--- src/rtl/tap_pkg.sv ---
// Shared TAP definitions: controller state codes, opcodes, IR capture
// pattern and the instruction-to-data-register decode.
package tap_pkg;

    typedef enum logic [3:0] {
        ST_EX2DR = 4'h0,
        ST_EX1DR = 4'h1,
        ST_SHDR  = 4'h2,
        ST_PAUDR = 4'h3,
        ST_SELIR = 4'h4,
        ST_UPDDR = 4'h5,
        ST_CAPDR = 4'h6,
        ST_SELDR = 4'h7,
        ST_EX2IR = 4'h8,
        ST_EX1IR = 4'h9,
        ST_SHIR  = 4'hA,
        ST_PAUIR = 4'hB,
        ST_RTI   = 4'hC,
        ST_UPDIR = 4'hD,
        ST_CAPIR = 4'hE,
        ST_TLR   = 4'hF
    } tap_state_e;

    localparam logic [3:0] OP_IDCODE  = 4'h1;
    localparam logic [3:0] OP_BYPASS  = 4'hF;
    localparam logic [3:0] OP_USER    = 4'h8;
    localparam logic [3:0] IR_CAPTURE = 4'b0101;

    typedef enum logic [1:0] {
        DR_BYPASS,
        DR_IDCODE,
        DR_USER
    } dr_sel_e;

    // Unknown opcodes fall through to BYPASS.
    function automatic dr_sel_e dr_decode(input logic [3:0] op);
        dr_sel_e sel;
        sel = DR_BYPASS;
        if (op == OP_IDCODE) begin
            sel = DR_IDCODE;
        end
`ifdef TAP_USERREG_EN
        if (op == OP_USER) begin
            sel = DR_USER;
        end
`endif
        return sel;
    endfunction

endpackage

--- src/rtl/tap_dr_shift.sv ---
// Generic TAP data register: parallel capture, right shift (sdi into MSB).
// Ports: clk_i, rst_ni (sync, active-low), cap_i, shift_i, load_i[W],
//        sdi_i, q_o[W] (register contents), so_o (current LSB). W >= 2.
module tap_dr_shift #(
    parameter int W = 8
) (
    input  logic         clk_i,
    input  logic         rst_ni,
    input  logic         cap_i,
    input  logic         shift_i,
    input  logic [W-1:0] load_i,
    input  logic         sdi_i,
    output logic [W-1:0] q_o,
    output logic         so_o
);

    logic [W-1:0] sh_q;

    always_ff @(posedge clk_i) begin
        if (!rst_ni) begin
            sh_q <= '0;
        end else if (cap_i) begin
            sh_q <= load_i;
        end else if (shift_i) begin
            sh_q <= {sdi_i, sh_q[W-1:1]};
        end
    end

    assign q_o  = sh_q;
    assign so_o = sh_q[0];

endmodule

--- src/rtl/tap_ir_dr.sv ---
// TAP instruction register plus IDCODE / BYPASS / USER data registers,
// driven by the observed TAP controller state.
// Ports: GCLK_Pad clock, TRST_Pad sync active-low reset, state_obs[3:0],
//        TDI_Pad, user_in[USER_W] in; TDO_Pad, TDO_en, ir_q[3:0],
//        user_out[USER_W], user_upd out.
// Macro TAP_USERREG_EN adds the USER instruction and its register;
// without it opcode 8 is BYPASS and user_out/user_upd stay 0.
module tap_ir_dr
    import tap_pkg::*;
#(
    parameter logic [31:0] IDCODE_VAL = 32'h1000_0001,
    parameter int          USER_W     = 8
) (
    input  logic              GCLK_Pad,
    input  logic              TRST_Pad,
    input  logic [3:0]        state_obs,
    input  logic              TDI_Pad,
    input  logic [USER_W-1:0] user_in,
    output logic              TDO_Pad,
    output logic              TDO_en,
    output logic [3:0]        ir_q,
    output logic [USER_W-1:0] user_out,
    output logic              user_upd
);

    tap_state_e st;
    dr_sel_e    sel;

    logic [3:0] ir_shift_q;
    logic       tdo_q;
    logic       tdo_en_q;
    logic       bypass_q;
    logic       id_so;
    logic       user_so;
    logic       dr_so;
    logic [31:0] unused_id_q;

    assign st  = tap_state_e'(state_obs);
    assign sel = dr_decode(ir_q);

    tap_dr_shift #(
        .W(32)
    ) u_idcode (
        .clk_i   (GCLK_Pad),
        .rst_ni  (TRST_Pad),
        .cap_i   (st == ST_CAPDR && sel == DR_IDCODE),
        .shift_i (st == ST_SHDR && sel == DR_IDCODE),
        .load_i  (IDCODE_VAL),
        .sdi_i   (TDI_Pad),
        .q_o     (unused_id_q),
        .so_o    (id_so)
    );

`ifdef TAP_USERREG_EN
    logic [USER_W-1:0] user_sh;
    logic [USER_W-1:0] user_out_q;
    logic              user_upd_q;

    tap_dr_shift #(
        .W(USER_W)
    ) u_user (
        .clk_i   (GCLK_Pad),
        .rst_ni  (TRST_Pad),
        .cap_i   (st == ST_CAPDR && sel == DR_USER),
        .shift_i (st == ST_SHDR && sel == DR_USER),
        .load_i  (user_in),
        .sdi_i   (TDI_Pad),
        .q_o     (user_sh),
        .so_o    (user_so)
    );

    // user_out survives TLR; only TRST clears it.
    always_ff @(posedge GCLK_Pad) begin
        if (!TRST_Pad) begin
            user_out_q <= '0;
            user_upd_q <= 1'b0;
        end else begin
            user_upd_q <= 1'b0;
            if (st == ST_UPDDR && sel == DR_USER) begin
                user_out_q <= user_sh;
                user_upd_q <= 1'b1;
            end
        end
    end

    assign user_out = user_out_q;
    assign user_upd = user_upd_q;
`else
    logic unused_user;

    assign unused_user = ^user_in;
    assign user_so     = 1'b0;
    assign user_out    = '0;
    assign user_upd    = 1'b0;
`endif

    always_comb begin
        dr_so = bypass_q;
        unique case (sel)
            DR_IDCODE: dr_so = id_so;
            DR_USER:   dr_so = user_so;
            default:   dr_so = bypass_q;
        endcase
    end

    always_ff @(posedge GCLK_Pad) begin
        if (!TRST_Pad) begin
            ir_q       <= OP_IDCODE;
            ir_shift_q <= '0;
            bypass_q   <= 1'b0;
            tdo_q      <= 1'b0;
            tdo_en_q   <= 1'b0;
        end else begin
            tdo_en_q <= (st == ST_SHIR) || (st == ST_SHDR);
            case (st)
                ST_TLR: begin
                    ir_q       <= OP_IDCODE;
                    ir_shift_q <= '0;
                end
                ST_CAPIR: ir_shift_q <= IR_CAPTURE;
                ST_SHIR: begin
                    ir_shift_q <= {TDI_Pad, ir_shift_q[3:1]};
                    tdo_q      <= ir_shift_q[0];
                end
                ST_UPDIR: ir_q <= ir_shift_q;
                ST_CAPDR: begin
                    if (sel == DR_BYPASS) begin
                        bypass_q <= 1'b0;
                    end
                end
                ST_SHDR: begin
                    tdo_q <= dr_so;
                    if (sel == DR_BYPASS) begin
                        bypass_q <= TDI_Pad;
                    end
                end
                default: ;
            endcase
        end
    end

    assign TDO_Pad = tdo_q;
    assign TDO_en  = tdo_en_q;

endmodule
--- config.mk ---
export PLATFORM = sky130hd
export DESIGN_NAME = tap_ir_dr
export DESIGN_NICKNAME = d
export VERILOG_FILES = /design/src/rtl/tap_pkg.sv /design/src/rtl/tap_dr_shift.sv /design/src/rtl/tap_ir_dr.sv
export SDC_FILE = /design/constraint.sdc
export NUM_CORES = 1
export LEC_CHECK = 0
export CORE_MARGIN = 10
export CORE_UTILIZATION = 40
export DETAILED_ROUTE_END_ITERATION = 8
export GPL_TIMING_DRIVEN = 0
export PLACE_DENSITY = 0.59
export SLEW_MARGIN = 20
export SYNTH_ARGS = -nofsm -noshare
export SYNTH_HDL_FRONTEND = slang
export SYNTH_SLANG_ARGS = --single-unit
--- constraint.sdc ---
create_clock -name GCLK_Pad -period 2 [get_ports GCLK_Pad]
set_input_delay 0.6 -clock GCLK_Pad [delete_from_list [all_inputs] [get_ports GCLK_Pad]]
set_output_delay 0.6 -clock GCLK_Pad [all_outputs]
set_load 0.01 [all_outputs]
Word level (Yosys, flattened, before mapping)
Index checks and enable logic that the tools add are counted.

Input bits: 15. Output and inout port bits: 15. Bits in registers: 43. Word-level logic and storage cells: 40.

Mux-type cells: 10. Reduce and logical (&&, ||, !) cells: 11. Equality and inequality tests: 11. Bitwise gates (word level): 1.

Operators by type and width (count): $mux W29 (2); $eq A4 B4 Y1 const B (4); $pmux W4 S3 (1); $pmux W4 S2 (1); $reduce_bool A2 Y1 (4); $pmux W1 S2 (3); $eq A4 B1 Y1 const B (1); $eq A4 B2 Y1 const B (1); $eq A4 B3 Y1 const B (1); $ne A2 B1 Y1 const B (2); $mux W1 (3); $reduce_and A3 Y1 (1); $reduce_bool A3 Y1 (1); $eq A2 B1 Y1 const B (1); $eq A2 B2 Y1 const B (1); $logic_and A1 B1 Y1 (2); $logic_not A2 Y1 (1); $reduce_or A2 Y1 (1); $logic_or A1 B1 Y1 (1); $not A1 Y1 (1).

Depth between registers and ports, before layout
Depth after elaboration: 6. Depth in mapped cells: 5. Gate-level depth less buffers: 3.

By module
Synthesis repeated with hierarchy kept, for this count alone.

Cell total of the unflattened synthesis: 213. Area total of the unflattened synthesis: 2368.5 µm².

By module, submodules not included: tap_dr_shift (times used 1, sequential area each 640.6 µm², area each 1785.5 µm², cells an instance 142); tap_ir_dr (times used 1, sequential area each 220.2 µm², area each 583.1 µm², cells an instance 71).

Least setup slack after synthesis
OpenSTA, ideal clock, no wires.

Kind: input port to flip-flop. Start: in state_obs[3]. End: reg u_idcode.sh_q[0] (netlist: u_idcode.q_o[0]). Path buffers: 2. Library setup time: 124 ps. Arrival: 1593 ps. Required time: 1876 ps. Path slack: 282 ps. Stages: 5. Cells stage by stage: buf_2 > or3b_4 > clkbuf_1 > nor4_1 > nor3b_1.

Word-level cells in the longest chain between the ends: 3. Elaborated cells on any way between the ends: 6. Those cells by class: eq/ne (2); mux (1); reduce/logical (3).

Ends and longest elaborated chain: start, declared (RTL line tap_ir_dr.sv:16) `input logic [3:0] state_obs,`; $eq A4 B3 Y1 or $eq A4 B2 Y1 (tied branches) (RTL line tap_ir_dr.sv:46, tap_ir_dr.sv:47); $logic_and A1 B1 Y1 (on tied branches) (RTL line tap_ir_dr.sv:46, tap_ir_dr.sv:47); $mux W29 or $reduce_bool A2 Y1 (tied branches); end signal, assigned (RTL line tap_dr_shift.sv:23) `sh_q <= load_i;`; end signal, assigned (RTL line tap_dr_shift.sv:25) `sh_q <= {sdi_i, sh_q[W-1:1]};`; end, declared (RTL line tap_dr_shift.sv:17) `logic [W-1:0] sh_q;`.

Several ways; a longest one is shown, not always the timed one. A chain may end at the register's enable or synchronous reset.

Final worst setup path
Start: reg ir_q[3]. End: out ir_q[3].

RTL lines: start, declared (RTL line tap_ir_dr.sv:21) `output logic [3:0] ir_q,`; start signal, assigned (RTL line tap_ir_dr.sv:125) `ST_UPDIR: ir_q <= ir_shift_q;`.

No word-level cell between the ends.

==> impl_results.rst <==
.. list-table::
   :header-rows: 1

   * - Metric
     - Value
   * - Result of the run
     - completed
   * - Number of levels the H-tree was split into
     - 2
   * - ANT cells
     - 0
   * - Number of placed instances, taps included
     - 305
   * - Number of vias after detailed routing
     - 1662
   * - Antenna Nets Post-Route
     - 0
   * - TritonCTS clock tree
     - built
   * - Flops & latches, synth
     - 43
   * - Timing startpoint of the critical path
     - ir_q[3]$_SDFFE_PN0P_
   * - Worst setup path class
     - flop to primary output
   * - Violation count after the first detailed-route iteration
     - 34
   * - Standard cell with the maximum stage delay on the critical path
     - clkdlybuf4s50_1
   * - Kind of launch point of the worst setup path
     - flop
   * - Fin Hold WS
     - 0.461 ns
   * - Reported max-cap violation count
     - 0
   * - Wire length per cell after detailed routing
     - 14.2 um
   * - Horiz. Die Dim
     - 91.9 um
   * - Clock root buffer
     - clkbuf_8
   * - Crit Reg-Reg Startpoint
     - ir_q[3]$_SDFFE_PN0P_
   * - Fillers
     - 529
   * - Max clock buf depth
     - 2
   * - Routed met1 length
     - 2140 um
   * - Largest fanout on the critical path
     - 4
   * - Top Ports
     - 30
   * - WL met2
     - 2090 um
   * - CTS Buf Count
     - 5
   * - Final Instance Count excl. Fillers
     - 311
   * - Core Area
     - 5070 um^2
   * - Global route overflow
     - 0
   * - Leakage power total
     - 0.832 nW
   * - Hold Buf Count CTS
     - 0
   * - Die Footprint
     - 8450 um^2
   * - Syn_area_per_cell
     - 9.58 um^2
   * - CP Capture Type
     - primary output
   * - Vias per inst
     - 5.34
   * - Number of instances resized during post-cts repair
     - 1
   * - Post-CTS setup repair buffer count
     - 0
   * - Chain of cells forming the critical path
     - clkdlybuf4s50_1
   * - Number of global-route vias before repair
     - 1745
   * - Final layout net count
     - 257
   * - Remaining routing DRC violations
     - 0
   * - Capture point of the worst path
     - ir_q[3]
   * - Skew-Pair Late Insertion Delay
     - 0.29 ns
   * - Share of the clock period used by the worst path after layout
     - 94.7%
   * - Clock sinks
     - 43
   * - Setup repair after global routing missed its margin
     - false
   * - Fin. Hold Viols
     - 0
   * - 1st-pass router iterations
     - 5
   * - Proportion of synthesized chip area in sequential cells
     - 41.6%
   * - Pin count of the biggest net entering global routing
     - 12
   * - Wire length of the first global-routing pass
     - 8070 um
   * - Levels on crit path
     - 1
   * - CP Data Arrival Time
     - 1.29 ns
   * - Number of antenna violations at the first check in global routing
     - 0
   * - RePlAce Congestion
     - 0.800
   * - Dpl hpwl
     - 3010 um
   * - Starting density of the core
     - 40.8%
   * - Final number of setup-violating endpoints
     - 0
   * - Class of the tightest hold or removal check
     - flop to flop
   * - Utilization of the core after routing
     - 46.9%
   * - Required time reported for the critical path endpoint
     - 1.40 ns
   * - Met3 wire length
     - 159 um
   * - Post-Syn Instances
     - 216
   * - Fin Setup TNS
     - 0 ns
   * - Sum of buffers and inverters on the critical path
     - 1
   * - Post-Route Skew
     - 0.00554 ns
   * - Synthesis-to-layout area growth
     - 14.9%
   * - Slew Limit Fails
     - 0
   * - Worst-case vdd ir drop
     - 0.000366 V
   * - Power density normalized to cell area
     - 645 nW/um^2
   * - I/O Buffers
     - 11
   * - Number of standard-cell rows in the floorplan
     - 26
   * - Cell count of the worst reg-to-reg path
     - 4
   * - Total global routing track utilization
     - 11.2%
   * - Critical register-to-register path endpoint
     - u_idcode.q_o[5]$_SDFFE_PP0P_
   * - Total power consumption of the routed design
     - 1.53 mW
   * - FF-to-FF setup slack
     - 0.45 ns
   * - Total routed wirelength
     - 4430 um
   * - Register clock-pin slew on the reported worst setup and hold paths
     - 0.08 ns
   * - Min cycle time layout
     - 1.89 ns
   * - Synth unique cells
     - 33
   * - Count of warnings emitted by yosys
     - 0
   * - Max incr delay on CP
     - 0.58 ns
   * - Fmax
     - 0.528 GHz
   * - Post-Synthesis Cell Area
     - 2070 um^2
   * - Top sig layer
     - met4
   * - Crit-path leading delay family
     - buffers and inverters
   * - Share of cells above drive strength 1
     - 14.1%
   * - Die height
     - 91.9 um
[cells in the final DEF (no fill, tap or decap), types with 8 or more instances in the layout]
master	n
nand4b_1	29
conb_1	9
o21ai_0	10
buf_4	10
clkbuf_8	8
a21boi_1	29
dfxtp_1	43
o21ai_1	27
clkdlybuf4s50_1	9
a21boi_0	9
[cells by family after synthesis]
family | synth area share (%)
AOI/OAI and AO/OA | 24.8
and+or+nand+nor | 21.8
DFF | 41.6
buffers and inverters | 11.5
other | 0.181
[stage by stage]
| stage | area (um^2) | setup slack, ns |
|---|---|---|
| 6_report | 2380 | 0.105 |
| 3_3_place_gp | 2300 | -0.356 |
| 2_1_floorplan | 2100 | 0.282 |
| 3_5_place_dp | 2300 | -0.329 |
| 5_1_grt | 2380 | 0.0511 |
| 4_1_cts | 2370 | 0.0300 |
[layer usage]
metal	up-vias	global-route usage, %
met4	0	3.08
met5	-	0
met3	5	3.02
met1	804	13.9
met2	22	18.5
li1	831	-
[area by class of cell]
cell class,instances,area [um^2],area share (%)
Inverter,2,7.51,0.316
Timing Repair Buffer,11,115,4.84
Clock buffer,6,72.6,3.05
Tap cell,70,87.6,3.68
Sequential cell,43,861,36.2
Multi-Input combinational cell,148,1010,42.3
Buffer,31,229,9.63
[flip-flops by register name, indices dropped and copies added (netlist names)]
signal        flops
TDO_Pad           1
bypass_q          1
u_idcode.q_o     32
ir_shift_q        4
TDO_en            1
ir_q              4
[report_power, final]
| part | internal, mW | switching (mW) | total (mW) | leakage [nW] |
|---|---|---|---|---|
| clock network | 0.233 | 0.274 | 0.508 | 0.0371 |
| registers | 0.862 | 0.00389 | 0.866 | 0.347 |
| logic | 0.0743 | 0.0871 | 0.161 | 0.448 |
| total | 1.17 | 0.365 | 1.53 | 0.832 |
[worst min path at each step]
stage / start / to / slack [ns] / depth (start not counted)
6_report: u_idcode.q_o[19]$_SDFFE_PP0P_ / u_idcode.q_o[19]$_SDFFE_PP0P_ / 0.46 / 2
2_1_floorplan: u_idcode.q_o[11]$_SDFFE_PP0P_ / u_idcode.q_o[11]$_SDFFE_PP0P_ / 0.44 / 2
3_3_place_gp: u_idcode.q_o[11]$_SDFFE_PP0P_ / u_idcode.q_o[11]$_SDFFE_PP0P_ / 0.46 / 2
3_5_place_dp: u_idcode.q_o[11]$_SDFFE_PP0P_ / u_idcode.q_o[11]$_SDFFE_PP0P_ / 0.46 / 2
4_1_cts: u_idcode.q_o[19]$_SDFFE_PP0P_ / u_idcode.q_o[19]$_SDFFE_PP0P_ / 0.47 / 2
5_1_grt: u_idcode.q_o[16]$_SDFFE_PP0P_ / u_idcode.q_o[16]$_SDFFE_PP0P_ / 0.50 / 2
[Yosys cell counts (all sizes together)]
cell | instances | share of area, %
a21oi | 2 | 0.48
nor3 | 3 | 0.73
o311ai | 1 | 0.42
and3 | 1 | 0.30
nand3b | 1 | 0.36
a21boi | 38 | 14
or3b | 1 | 0.54
buf | 18 | 7.1
nand2 | 5 | 0.91
o21ai | 39 | 9.8
clkdlybuf4s18 | 1 | 0.48
nor4 | 2 | 0.60
dfxtp | 43 | 42
nor2b | 2 | 0.60
nor4bb | 1 | 0.48
nor3b | 3 | 1.3
or4b | 1 | 0.48
conb | 1 | 0.18
o31ai | 1 | 0.36
nor4b | 1 | 1.1
clkbuf | 12 | 3.6
and3b | 1 | 0.42
nand3 | 6 | 1.5
nand4b | 29 | 12
inv | 2 | 0.36
nor2 | 1 | 0.18
(Power assumes the default switching activity.)
